==> src/rtl/instr_encode_stream.sv <==
`default_nettype none
// ============================================================================
//  Module   : instr_encode_stream
//  Purpose  : Streaming RV32I instruction encoder. Packs decoded instruction
//             fields into a 32-bit word, tags it with a sequential byte
//             address and buffers it in a 2-entry FIFO towards a consumer.
//  Ports    : clk, rst_n (async, active-low)
//             load_base/base_addr   - reload the address counter
//             in_valid/in_ready     - field-set handshake
//             in_opcode..in_imm     - decoded instruction fields
//             out_valid/out_ready   - encoded-word handshake
//             out_instr/out_addr    - encoded word and its byte address
//             out_err               - encoding error for the head word
//             word_count            - words popped since reset (wraps)
//  Options  : ENC_RANGE_CHECK_EN - flag immediates that do not fit their
//             instruction format (word still built from truncated bits).
//  Revision : 1.0 - initial release
// ============================================================================
module instr_encode_stream (
    input  logic        clk,
    input  logic        rst_n,
    input  logic        load_base,
    input  logic [31:0] base_addr,
    input  logic        in_valid,
    output logic        in_ready,
    input  logic [6:0]  in_opcode,
    input  logic [4:0]  in_rd,
    input  logic [4:0]  in_rs1,
    input  logic [4:0]  in_rs2,
    input  logic [2:0]  in_func3,
    input  logic [6:0]  in_func7,
    input  logic [31:0] in_imm,
    output logic        out_valid,
    input  logic        out_ready,
    output logic [31:0] out_instr,
    output logic [31:0] out_addr,
    output logic        out_err,
    output logic [15:0] word_count
);

    localparam logic [6:0]  C_OP_R     = 7'b0110011;
    localparam logic [6:0]  C_OP_IMM   = 7'b0010011;
    localparam logic [6:0]  C_OP_LOAD  = 7'b0000011;
    localparam logic [6:0]  C_OP_JALR  = 7'b1100111;
    localparam logic [6:0]  C_OP_STORE = 7'b0100011;
    localparam logic [6:0]  C_OP_BR    = 7'b1100011;
    localparam logic [6:0]  C_OP_JAL   = 7'b1101111;
    localparam logic [6:0]  C_OP_LUI   = 7'b0110111;
    localparam logic [6:0]  C_OP_AUIPC = 7'b0010111;
    localparam logic [31:0] C_NOP      = 32'h0000_0013;

    // ------------------------------------------------------------------
    // Encoder
    // ------------------------------------------------------------------
    logic [31:0] w_word;
    logic        w_unknown;
    logic        w_err;
    logic        w_is_shift;

    assign w_is_shift = (in_func3 == 3'b001) || (in_func3 == 3'b101);

    always_comb begin
        w_word    = C_NOP;
        w_unknown = 1'b0;
        case (in_opcode)
            C_OP_R:
                w_word = {in_func7, in_rs2, in_rs1, in_func3, in_rd, in_opcode};
            C_OP_IMM: begin
                // Shift-immediates carry the funct7 qualifier in the top bits
                if (w_is_shift)
                    w_word = {in_func7, in_imm[4:0], in_rs1, in_func3, in_rd, in_opcode};
                else
                    w_word = {in_imm[11:0], in_rs1, in_func3, in_rd, in_opcode};
            end
            C_OP_LOAD, C_OP_JALR:
                w_word = {in_imm[11:0], in_rs1, in_func3, in_rd, in_opcode};
            C_OP_STORE:
                w_word = {in_imm[11:5], in_rs2, in_rs1, in_func3, in_imm[4:0], in_opcode};
            C_OP_BR:
                w_word = {in_imm[12], in_imm[10:5], in_rs2, in_rs1, in_func3,
                          in_imm[4:1], in_imm[11], in_opcode};
            C_OP_JAL:
                w_word = {in_imm[20], in_imm[10:1], in_imm[11], in_imm[19:12],
                          in_rd, in_opcode};
            C_OP_LUI, C_OP_AUIPC:
                w_word = {in_imm[31:12], in_rd, in_opcode};
            default:
                w_unknown = 1'b1;
        endcase
    end

`ifdef ENC_RANGE_CHECK_EN
    // An immediate fits an N-bit signed field when all bits from N-1 upward
    // are identical.
    logic w_fit12;
    logic w_fit13;
    logic w_fit21;
    logic w_range_bad;

    assign w_fit12 = (&in_imm[31:11]) | ~(|in_imm[31:11]);
    assign w_fit13 = (&in_imm[31:12]) | ~(|in_imm[31:12]);
    assign w_fit21 = (&in_imm[31:20]) | ~(|in_imm[31:20]);

    always_comb begin
        w_range_bad = 1'b0;
        case (in_opcode)
            C_OP_IMM:              w_range_bad = w_is_shift ? (|in_imm[31:5]) : ~w_fit12;
            C_OP_LOAD, C_OP_JALR,
            C_OP_STORE:            w_range_bad = ~w_fit12;
            C_OP_BR:               w_range_bad = ~w_fit13 | in_imm[0];
            C_OP_JAL:              w_range_bad = ~w_fit21 | in_imm[0];
            C_OP_LUI, C_OP_AUIPC:  w_range_bad = |in_imm[11:0];
            default:               w_range_bad = 1'b0;
        endcase
    end

    assign w_err = w_unknown | w_range_bad;
`else
    assign w_err = w_unknown;
`endif

    // ------------------------------------------------------------------
    // Handshake, address counter and FIFO
    // ------------------------------------------------------------------
    logic [1:0]  r_count;
    logic        r_wr_ptr;
    logic        r_rd_ptr;
    logic [31:0] r_addr;
    logic [15:0] r_word_count;
    logic [31:0] r_mem_instr [2];
    logic [31:0] r_mem_addr  [2];
    logic        r_mem_err   [2];

    logic        w_push;
    logic        w_pop;
    logic [31:0] w_base_aligned;
    logic [31:0] w_push_addr;

    // Both handshake outputs depend on registered occupancy only
    assign in_ready  = (r_count != 2'd2);
    assign out_valid = (r_count != 2'd0);

    assign w_push = in_valid  & in_ready;
    assign w_pop  = out_valid & out_ready;

    assign w_base_aligned = base_addr & 32'hFFFF_FFFC;
    // A coincident reload applies to the word being accepted
    assign w_push_addr    = load_base ? w_base_aligned : r_addr;

    always_ff @(posedge clk or negedge rst_n) begin
        if (!rst_n) begin
            r_count        <= 2'd0;
            r_wr_ptr       <= 1'b0;
            r_rd_ptr       <= 1'b0;
            r_addr         <= 32'd0;
            r_word_count   <= 16'd0;
            r_mem_instr[0] <= 32'd0;
            r_mem_instr[1] <= 32'd0;
            r_mem_addr[0]  <= 32'd0;
            r_mem_addr[1]  <= 32'd0;
            r_mem_err[0]   <= 1'b0;
            r_mem_err[1]   <= 1'b0;
        end else begin
            if (w_push) begin
                r_mem_instr[r_wr_ptr] <= w_word;
                r_mem_addr[r_wr_ptr]  <= w_push_addr;
                r_mem_err[r_wr_ptr]   <= w_err;
                r_wr_ptr              <= ~r_wr_ptr;
                r_addr                <= w_push_addr + 32'd4;
            end else if (load_base) begin
                r_addr <= w_base_aligned;
            end

            if (w_pop) begin
                r_rd_ptr     <= ~r_rd_ptr;
                r_word_count <= r_word_count + 16'd1;
            end

            case ({w_push, w_pop})
                2'b10:   r_count <= r_count + 2'd1;
                2'b01:   r_count <= r_count - 2'd1;
                default: r_count <= r_count;
            endcase
        end
    end

    // Head is forced to zero when empty so stale entries never show
    assign out_instr  = out_valid ? r_mem_instr[r_rd_ptr] : 32'd0;
    assign out_addr   = out_valid ? r_mem_addr[r_rd_ptr]  : 32'd0;
    assign out_err    = out_valid ? r_mem_err[r_rd_ptr]   : 1'b0;
    assign word_count = r_word_count;

endmodule
`default_nettype wire

==> config.mk <==
export PLATFORM = sky130hd
export DESIGN_NAME = instr_encode_stream
export DESIGN_NICKNAME = d
export VERILOG_FILES = /design/src/rtl/instr_encode_stream.sv
export SDC_FILE = /design/constraint.sdc
export NUM_CORES = 1
export LEC_CHECK = 0
export ABC_AREA = 1
export BUFFER_PORTS_ARGS = -buffer_cell sky130_fd_sc_hd__buf_2
export CAP_MARGIN = 30
export CORE_ASPECT_RATIO = 1.1
export CORE_UTILIZATION = 55
export CTS_BUF_LIST = sky130_fd_sc_hd__clkbuf_8
export DETAILED_ROUTE_END_ITERATION = 10
export PLACE_DENSITY = 0.79
export SLEW_MARGIN = 25
export SYNTH_ARGS = -nofsm -noshare
export SYNTH_HDL_FRONTEND = slang
export SYNTH_SLANG_ARGS = --single-unit
==> constraint.sdc <==
create_clock -name clk -period 2 [get_ports clk]
set_input_delay 0.3 -clock clk [delete_from_list [all_inputs] [get_ports clk]]
set_output_delay 0.3 -clock clk [all_outputs]
set_load 0.005 [all_outputs]
==> results of run 1 <==
## cell usage after synthesis, types with 2 or more instances
| library cell | instances | area [um^2] |
|---|---|---|
| inv_2 | 9 | 33.8 |
| nand2_2 | 26 | 163 |
| inv_1 | 87 | 327 |
| o21ai_0 | 105 | 526 |
| dfrtp_1 | 182 | 4550 |
| nor3_1 | 6 | 30.0 |
| or2_2 | 3 | 18.8 |
| nand3b_1 | 2 | 15.0 |
| clkbuf_1 | 41 | 154 |
| a21boi_0 | 3 | 22.5 |
| buf_6 | 7 | 78.8 |
| nand3_1 | 26 | 130 |
| buf_2 | 5 | 25.0 |
| nand4_2 | 2 | 25.0 |
| nand2_1 | 541 | 2030 |
| a21oi_1 | 73 | 365 |
| nor2_4 | 8 | 90.1 |
| xor2_1 | 24 | 210 |
| nand4_1 | 14 | 87.6 |
| nor3_2 | 6 | 60.1 |
| nand3_2 | 2 | 20.0 |
| nor2_8 | 2 | 40.0 |
| o21ai_1 | 4 | 20.0 |
| ha_1 | 3 | 37.5 |
| nand2_4 | 4 | 45.0 |
| nor2_1 | 40 | 150 |
| nor2_2 | 10 | 62.6 |
| xnor2_1 | 10 | 87.6 |
## cell usage in the layout (no fill, tap or decap), drive strengths merged
cell type    synthesis  layout
a21boi               3       3
a21oi               73      73
a31oi                1       1
and3                 1       1
buf                 14     230
bufinv               0       2
clkbuf              41      23
clkinv               1       4
clkinvlp             0       4
dfrtp              182     182
dlygate4sd3          0       1
ha                   3       3
inv                 97     103
mux2                 1       1
nand2              571     571
nand3               29      29
nand3b               2       2
nand4               16      16
nor2                60      60
nor3                13      13
o21ai              110     110
o31ai                1       1
or2                  3       3
xnor2               10      10
xor2                24      24
## power by group through the flow
stage / Combinational, mW / Clock (mW) / Sequential (mW)
after global placement: 4.65 / 0 / 5.12
final: 5.85 / 2.57 / 5.12
after CTS: 5.09 / 2.62 / 5.11
after global routing: 6.39 / 2.76 / 5.21
after floorplan: 2.87 / 0 / 5.05
after detailed placement: 4.74 / 0 / 5.17
## worst register-to-register path: stages (launching register included)
cell	delay, ns
dfrtp_2	0.43
buf_4	0.16
inv_2	0.05
nand2_2	0.06
nand2_4	0.19
inv_2	0.17
nand2_2	0.13
buf_4	0.33
o21ai_0	0.16
## how the worst min path moves through the flow
stage,endpoint,slack (ns),depth (start not counted)
floorplan,r_addr[0]$_DFF_PN0_,0.004,0
global placement,word_count[15]$_DFFE_PN0P_,0.24,1
detailed placement,word_count[13]$_DFFE_PN0P_,0.24,1
CTS,r_mem_instr[15]$_DFFE_PN0P_,0.11,5
global route,r_mem_instr[19]$_DFFE_PN0P_,0.15,5
finish,r_mem_instr[15]$_DFFE_PN0P_,0.14,5
## flip-flops by register name, indices dropped and copies added, names as in the netlist
signal	count
r_mem_addr	64
r_mem_instr	64
r_addr	32
word_count	16
r_count	2
r_mem_err	2
r_rd_ptr	1
r_wr_ptr	1
## cells by family after synthesis
group	count (synthesis)	share of synthesized area
flops	182	0.479
compound gates	188	0.100
simple gates	695	0.316
buf+inv	153	0.0686
fa+ha+maj	3	0.00394
xor+xnor	34	0.0313
mux	1	0.00118
## repair_timing
action | 4_1_cts | 5_1_grt
cloned | 1 | 6
resized for setup | 19 | 43
hold buffers | 1 | 0
buffers inserted | 6 | 4
endpoints found under the hold margin | 38 | 0
setup endpoints to repair | 66 | 62
pin swaps | 1 | 3
## routing by layer
| metal | wire length, um | GRT usage |
|---|---|---|
| met1 | 10600 | 0.370 |
| met2 | 13100 | 0.499 |
| met3 | 1590 | 0.0405 |
| met4 | 549 | 0.0909 |
| met5 | 0 | 0 |
## stage by stage
step | setup WS (ns) | cells | TNS, ns | hold WS (ns)
after floorplan | 0.149 | 1256 | 0 | 0.00441
final | 0.0113 | 1704 | 0 | 0.138
after global placement | 0.0784 | 1655 | 0 | 0.241
after detailed placement | 0.0462 | 1655 | 0 | 0.237
after global routing | -0.0609 | 1704 | -1.34 | 0.150
after CTS | -0.0388 | 1695 | -0.162 | 0.106
## cell type report
type	instances	area, um^2	share of cell area
Inverter	98	403	0.0344
Multi-Input combinational cell	921	4440	0.379
Clock inverter	15	170	0.0145
Tap cell	234	293	0.0250
Timing Repair Buffer	237	1610	0.137
Sequential cell	182	4560	0.389
Clock buffer	17	234	0.0200
==> results.md, run 1 <==
- Worst path cell trace: nor2_4 -> clkinvlp_4 -> buf_6 -> o21ai_4 -> a21oi_2 -> buf_2
- Full die area: 17,800 um^2
- Register area share after synthesis: 0.479
- Initial core utilization: 0.561
- Clk buf depth: 2
- Internal power: 8.13 mW
- WP depth: 6
- Worst path max stage delay: 0.43 ns
- DR vias/cell: 5.20
- WL/cell: 15.2 um
- Mapped Cells: 1,256
- Sequential power share: 0.378
- Max_cap viols: 0
- Post-synthesis average cell area: 7.58 um^2
- Largest net degree at the start of global routing: 66
- Worst EP arrival: 1.69 ns
- Root Buffer Master: clkbuf_8
- Status: finished clean
- Fin area: 11,700 um^2
- Row count: 50
- H-tree Lvls: 4
- Combinational Power Share: 0.432
- Total number of vias: 8,862
- Top FF cell, synth: dfrtp_1
- Sw frac: 0.400
- Reg2reg path depth: 8
- WS Path Type: register to output pin
- Netlist cell types: 39
- NetSw: 5.41 mW
- Final period utilization: 0.994
- Area growth from synthesis to layout: 23.0%
- PortBufs: 181
- Ratio of cells with drive above 1 in the final layout: 0.258
- Core box area: 17,000 um^2
- CP Data Required Time: 1.70 ns
- RR Startpoint: r_count[0]$_DFFE_PN0P_
- Synth Cell Area: 9520 um^2
- DRT iter0 DRCs: 670
- Rel. slew slack: 0.715
- Clock group share of total power: 0.190
- Filler cells: 1,410
- Area post-placement: 10,900 um^2
- Final setup vio count: 0
- Pwr Total: 13.5 mW
- Seq cells post-synth: 182
- # clock sinks: 182
- Family with the most delay on the worst path: buffers and inverters
- Asr flop ratio synth: 1.00
- R2r endpoint: r_mem_instr[10]$_DFFE_PN0P_
- Reg clk slew, reported paths: 0.10 ns
- Crit path from: r_count[0]$_DFFE_PN0P_
- Clock skew: 0.00934 ns
- FF-to-FF setup slack: 0.21 ns
- Worst-path maximum fanout: 6
- Total Routing Usage GR: 0.287
- Final net count: 1,561
- Placer congestion estimate: 0.915
- Startpoint types: register
- Pwr dens: 1160 nW/um^2
- Yosys warning count: 0
- CP endpoint kind: output pin
- Tightest Pin Transition: 0.427 ns
- Chip height: 140 um
- I/O pins: 184
- Worst VDD drop: 0.602 mV
- Antenna violations before repair: 0
- DRC: 0
- Grt ovf: 0
- # diodes: 0
- EDFF count, synth: 0
- Critical path's slowest cell: dfrtp_2
- TritonCTS clock tree: built
- Vias in the first global route: 8,164
- RSZ-0062 raised after global routing: yes
- Post-route ant nets: 0
- Fin. Hold Viols: 0
- Layout Utilization: 0.690
- Hpwl dp: 17,200 um
- Syn Nets: 1,360
- First-pass GRT wire length: 40,100 um
- Minimum clock period: 1.99 ns
- Worst skew pair latency: 0.47 ns
- Max-slew violation total from the final report: 0
- Achievable Freq: 503 MHz
- Hold Crit Class: input pin to register
- Hold_sp: in_imm[15]
- Drt first pass iters: 5
- Worst path bufs/invs: 3
- Total CTS buffers: 17
- Worst setup path end: out_err
- Pleak: 6.16 nW
- WL final: 25,900 um
- Die Wd: 127 um
No activity file was read; power rests on OpenSTA's default activity.
==> run 2, diff against run 1 <==
Settings changed: CORE_ASPECT_RATIO 1.1 to default.
==> results.md, run 2 (synthesis results as in run 1) <==
- Status: finished clean
- Regs by FF count: r_mem_addr (64), r_mem_instr (64), r_addr (32)
- Total CTS buffers: 17 (unchanged)
- Pleak: 6.08 nW (-1.2%)
- DRT iter0 DRCs: 723 (+7.9%)
- Worst VDD drop: 0.704 mV (+17%)
- Hold_sp: in_rs1[1]
- Full die area: 17,800 um^2 (about the same)
- # clock sinks: 182 (unchanged)
- Worst EP arrival: 1.70 ns (about the same)
- Layout Utilization: 0.684 (-0.00649)
- Hold Path Cell Cnt: 5 (unchanged)
- Core box area: 16,800 um^2 (-1.1%)
- Fin. Hold Viols: 0 (unchanged)
- Rel. slew slack: 0.619 (-0.0963)
- Worst skew pair latency: 0.47 ns (about the same)
- DRC: 0 (unchanged)
- Max_cap viols: 0 (unchanged)
- Pwr dens: 1130 nW/um^2 (-2.3%)
- Die Wd: 134 um (+4.8%)
- Minimum clock period: 2.00 ns (+0.0111 ns)
- Placer congestion estimate: 0.944 (+3.1%)
- Ratio of cells with drive above 1 in the final layout: 0.239 (-0.0188)
- Final setup vio count: 0 (unchanged)
- Post-route ant nets: 0 (unchanged)
- Final hold slack: 0.154 ns (+0.0159 ns)
- Vias in the first global route: 8,037 (-1.6%)
- Total number of vias: 8,828 (-0.38%)
- Commonest cells after routing, fill and taps aside: nand2_1 (541), buf_2 (180), dfrtp_1 (179), o21ai_0 (96), inv_1 (88)
- R2r endpoint: r_mem_addr[21]$_DFFE_PN0P_
- Tightest Pin Transition: 0.571 ns (+0.145 ns)
- Worst-path maximum fanout: 32 (+26)
- Chip height: 134 um (-4.6%)
- Antenna violations before repair: 0 (unchanged)
- Max-slew violation total from the final report: 0 (unchanged)
- Initial core utilization: 0.568 (+0.00650)
- Final net count: 1,555 (-0.38%)
- WS Path Type: register to output pin
- Grt ovf: 0 (unchanged)
- Final period utilization: 1.00 (+0.00554)
- I/O pins: 184 (unchanged)
- Filler cells: 1,409 (-0.071%)
- CP endpoint kind: output pin
- RR Startpoint: r_count[1]$_DFFE_PN0P_
- Critical path's slowest cell: dfrtp_2
- Drt first pass iters: 5 (unchanged)
- Hpwl dp: 17,500 um (+1.6%)
- H-tree Lvls: 4 (unchanged)
- Clock skew: 0.0150 ns (+0.00566 ns)
- Most common cell after layout, fill and taps aside: nand2_1
- Area growth from synthesis to layout: 20.4%
- First-pass GRT wire length: 39,900 um (-0.34%)
- RSZ-0062 raised after global routing: yes
- WL/cell: 14.7 um (-3.3%)
- Row count: 47 (-6.0%)
- Placed cells: 1,646 (-0.54%)
- Hold endpoint: r_mem_instr[48]$_DFFE_PN0P_
- Total Routing Usage GR: 0.285 (-0.00179)
- Final non-filler cell total: 1,684 (-1.2%)
- PortBufs: 181 (unchanged)
- Reg clk slew, reported paths: 0.09 ns (about the same)
- Pwr Total: 13.0 mW (-4.3%)
- Worst path cell trace: clkinv_1 -> buf_12 -> nand2_1 -> a21oi_1 -> buf_2
- TritonCTS clock tree: built
- Startpoint types: register
- CP Data Required Time: 1.70 ns (about the same)
- FF-to-FF setup slack: 0.16 ns (-0.05 ns)
- Clk buf depth: 2 (unchanged)
- Worst path max stage delay: 0.45 ns (+0.02 ns)
- Hold Crit Class: input pin to register
- Largest net degree at the start of global routing: 65 (-1.5%)
- Root Buffer Master: clkbuf_8
- Reg2reg path depth: 7 (-1)
- # diodes: 0 (unchanged)
- DR vias/cell: 5.24 (+0.80%)
- WL final: 24,800 um (-4.5%)
- Achievable Freq: 500 MHz (-0.55%)
-- run 2: cell types whose count changed in the layout (fill, tap and decap cells not counted), sizes merged --
cell,before,now
clkbuf,23,19
inv,103,100
bufinv,2,4
clkinv,4,3
-- run 2: metal layers --
| metal | wire, um | share of wire | up-vias | GRT usage |
|---|---|---|---|---|
| met4 | 301 | 0.012 | 0 | 0.0795 |
| met1 | 10900 | 0.44 | 4150 | 0.388 |
| met5 | 0 | 0 | - | 0 |
| met3 | 1650 | 0.067 | 24 | 0.0468 |
| li1 | - | - | 4326 | - |
| met2 | 11900 | 0.48 | 328 | 0.471 |
-- run 2: worst max path at each step --
| stage | startpoint | to | depth (start not counted) |
|---|---|---|---|
| 6_report | r_rd_ptr$_DFFE_PN0P_ | out_addr[12] | 5 |
| 5_1_grt | r_count[0]$_DFFE_PN0P_ | out_addr[1] | 6 |
| 4_1_cts | r_rd_ptr$_DFFE_PN0P_ | out_addr[2] | 5 |
| 3_5_place_dp | load_base | r_addr[29]$_DFF_PN0_ | 11 |
| 3_3_place_gp | load_base | r_addr[29]$_DFF_PN0_ | 11 |
| 2_1_floorplan | load_base | r_addr[18]$_DFF_PN0_ | 12 |
-- run 2: layout make-up --
cell class / count / area [um^2] / share of cell area
flip-flops and latches: 182 / 4560 / 0.398
multi-input cells: 921 / 4350 / 0.379
repair buffers: 231 / 1460 / 0.128
inverters: 98 / 377 / 0.0329
well taps: 220 / 275 / 0.0240
clock buffers: 19 / 262 / 0.0228
clock inverters: 13 / 178 / 0.0155
-- run 2: critical path, delay by kind of cell (launching register included) --
family | cells | cell delay, ns
compound gates | 1 | 0.20
flops | 1 | 0.45
buf+inv | 3 | 0.50
simple gates | 1 | 0.07
-- run 2: stage by stage --
step | setup slack [ns] | TNS, ns | cell area (um^2)
global placement | 0.0866 | 0 | 10900
floorplan | 0.149 | 0 | 9520
global route | -0.0921 | -1.59 | 11500
CTS | -0.00440 | -0.00550 | 11400
finish | 0.000231 | 0 | 11500
detailed placement | 0.0476 | 0 | 10900
-- run 2: power by group --
group          total, mW  leakage, nW  internal [mW]  switching [mW]
combinational       5.11         3.52           1.96            3.15
sequential          5.11         2.34           4.60           0.517
clock               2.74        0.221           1.42            1.32
-- run 2: timing repair --
item,CTS,global route
buffers inserted,3,2
gates resized for setup,10,17
pin swaps,1,0
hold buffers,1,0
setup endpoints to repair,63,56
hold endpoints to repair,47,0
==> run 3, diff against run 2 <==
Settings changed: RECOVER_POWER from default to 100.
==> results.md, run 3 (synthesis results as in run 1) <==
- Hold endpoint: r_mem_instr[49]$_DFFE_PN0P_
- Regs by FF count: r_mem_addr (64), r_mem_instr (64), r_addr (32)
- Pleak: 6.07 nW (-0.25%)
- Largest net degree at the start of global routing: 65 (unchanged)
- Clk buf depth: 2 (unchanged)
- # diodes: 0 (unchanged)
- H-tree Lvls: 4 (unchanged)
- Root Buffer Master: clkbuf_8
- Post-route ant nets: 0 (unchanged)
- WL final: 24,700 um (-0.27%)
- Antenna violations before repair: 0 (unchanged)
- Worst path cell trace: clkinv_1 -> buf_12 -> nand2_1 -> a21oi_1 -> buf_2
- Final net count: 1,555 (unchanged)
- DR vias/cell: 5.23 (-0.33%)
- Total number of vias: 8,799 (-0.33%)
- Minimum clock period: 2.00 ns (+0.00435 ns)
- Internal power: 7.97 mW (-0.11%)
- WP depth: 5 (unchanged)
- Critical path's slowest cell: dfrtp_2
- Grt ovf: 0 (unchanged)
- Worst skew pair latency: 0.47 ns (about the same)
- PortBufs: 181 (unchanged)
- Setup WS pre-CTS: 0.0476 ns (unchanged)
- Row count: 47 (unchanged)
- Combinational Power Share: 0.393 (about the same)
- Area post-placement: 10,900 um^2 (unchanged)
- Achievable Freq: 499 MHz (-0.22%)
- Initial core utilization: 0.568 (unchanged)
- WL/cell: 14.7 um (-0.27%)
- Drt first pass iters: 5 (unchanged)
- Final period utilization: 1.00 (+0.00217)
- # clock sinks: 182 (unchanged)
- Vias in the first global route: 8,037 (unchanged)
- I/O pins: 184 (unchanged)
- Worst path max stage delay: 0.45 ns (about the same)
- Fin area: 11,400 um^2 (-0.36%)
- Final hold slack: 0.154 ns (+0.000142 ns)
- Full die area: 17,800 um^2 (unchanged)
- Chip height: 134 um (unchanged)
- Area growth from synthesis to layout: 20.0%
- Pwr dens: 1130 nW/um^2 (+0.25%)
- Tightest Pin Transition: 1.43 ns (+0.857 ns)
- Final setup vio count: 1 (+1)
- CP Data Required Time: 1.70 ns (about the same)
- Fin. Hold Viols: 0 (unchanged)
- Family with the most delay on the worst path: buffers and inverters
- Hold_sp: in_rs1[2]
- R2r endpoint: r_addr[31]$_DFF_PN0_
- Most common cell after layout, fill and taps aside: nand2_1
- Failing checks: negative setup slack
- Hpwl dp: 17,500 um (unchanged)
- Placer congestion estimate: 0.944 (unchanged)
- Sequential power share: 0.395 (about the same)
- Total Routing Usage GR: 0.285 (unchanged)
- Clock group share of total power: 0.212 (about the same)
- Max_cap viols: 0 (unchanged)
- RR Startpoint: r_count[1]$_DFFE_PN0P_
- TritonCTS clock tree: built
- Worst-path maximum fanout: 32 (unchanged)
- Layout Utilization: 0.681 (-0.00246)
- Pwr Total: 12.9 mW (-0.11%)
- Filler cells: 1,413 (+0.28%)
- Core box area: 16,800 um^2 (unchanged)
- Sw frac: 0.385 (about the same)
- FF-to-FF setup slack: 0.14 ns (-0.02 ns)
- NetSw: 4.98 mW (-0.10%)
- Ratio of cells with drive above 1 in the final layout: 0.239 (unchanged)
- DRC: 0 (unchanged)
- Rel. slew slack: 0.0476 (-0.571)
- Hold Crit Class: input pin to register
- WS Path Type: register to output pin
- CP endpoint kind: output pin
- Clock skew: 0.0146 ns (-0.000428 ns)
- Status: finished with violations
- Worst VDD drop: 0.701 mV (-0.36%)
- Startpoint types: register
- Commonest cells after routing, fill and taps aside: nand2_1 (541), buf_2 (180), dfrtp_1 (179), o21ai_0 (96), inv_1 (88)
- DRT iter0 DRCs: 712 (-1.5%)
- Reg clk slew, reported paths: 0.08 ns (about the same)
- First-pass GRT wire length: 39,900 um (unchanged)
- Worst path bufs/invs: 3 (unchanged)
- RSZ-0062 raised after global routing: yes
- Setup WS post-layout: -0.00412 ns (-0.00435 ns)
- Hold Path Cell Cnt: 5 (unchanged)
- Total CTS buffers: 17 (unchanged)
- Die Wd: 134 um (unchanged)
- Worst EP arrival: 1.70 ns (about the same)
- Max-slew violation total from the final report: 0 (unchanged)
- Reg2reg path depth: 9 (+2)
==> run 3: changes by cell type in the layout (fill, tap and decap cells not counted) <==
cell / delta
buf_4: -4
buf_12: -3
clkbuf_4: +3
clkbuf_2: +3
buf_6: +1
==> run 3: cell type report <==
class	count	area (um^2)	area share
inverter	98	377	0.0330
clock buffer	19	262	0.0229
timing repair buffer	231	1420	0.125
tap	220	275	0.0241
sequential	182	4560	0.399
clock inverter	13	178	0.0156
multi-input combinational	921	4350	0.381
==> run 3: metrics by stage <==
step | TNS (ns) | instances
after floorplan | 0 | 1256
after global placement | 0 | 1646
after detailed placement | 0 | 1646
after CTS | -0.00550 | 1682
after global routing | -1.97 | 1684
final | -0.00412 | 1684
==> run 3: how the worst max path moves through the flow <==
| stage | end | slack, ns | from |
|---|---|---|---|
| after CTS | out_addr[2] | -0.004 | r_rd_ptr$_DFFE_PN0P_ |
| after floorplan | r_addr[18]$_DFF_PN0_ | 0.15 | load_base |
| after detailed placement | r_addr[29]$_DFF_PN0_ | 0.05 | load_base |
| after global placement | r_addr[29]$_DFF_PN0_ | 0.09 | load_base |
| final | out_addr[12] | -0.004 | r_rd_ptr$_DFFE_PN0P_ |
| after global routing | out_addr[1] | -0.09 | r_count[0]$_DFFE_PN0P_ |
==> run 3: worst reg2reg max path, stage by stage (launching register included) <==
cell and delay [ns]:
dfrtp_2 0.44, buf_4 0.15, nand2_2 0.07, nand2_2 0.21, nor2_4 0.24, inv_2 0.09
nor3_1 0.29, nand3_1 0.12, nand2_1 0.09, nand2_1 0.05
==> run 3: routing by layer <==
metal / up-vias / GRT usage / wire (um)
li1: 4324 / - / -
met1: 4123 / 0.388 / 11000
met2: 327 / 0.471 / 11900
met3: 25 / 0.0468 / 1510
met4: 0 / 0.0795 / 307
met5: - / 0 / 0
==> run 3: power groups by stage <==
stage	registers [mW]	logic, mW	clock network [mW]
after global routing	5.22	5.65	2.92
after detailed placement	5.16	4.83	0
final	5.11	5.09	2.74
after floorplan	5.05	2.87	0
after CTS	5.10	5.01	2.78
after global placement	5.12	4.75	0
==> run 3: timing repair <==
item | in CTS | in global routing
cloned | 0 | 0
hold endpoints to repair | 47 | 0
setup buffers | 3 | 2
endpoints found under the setup margin | 63 | 56
resized for setup | 10 | 17
hold buffers | 1 | 0
pin swaps | 1 | 0
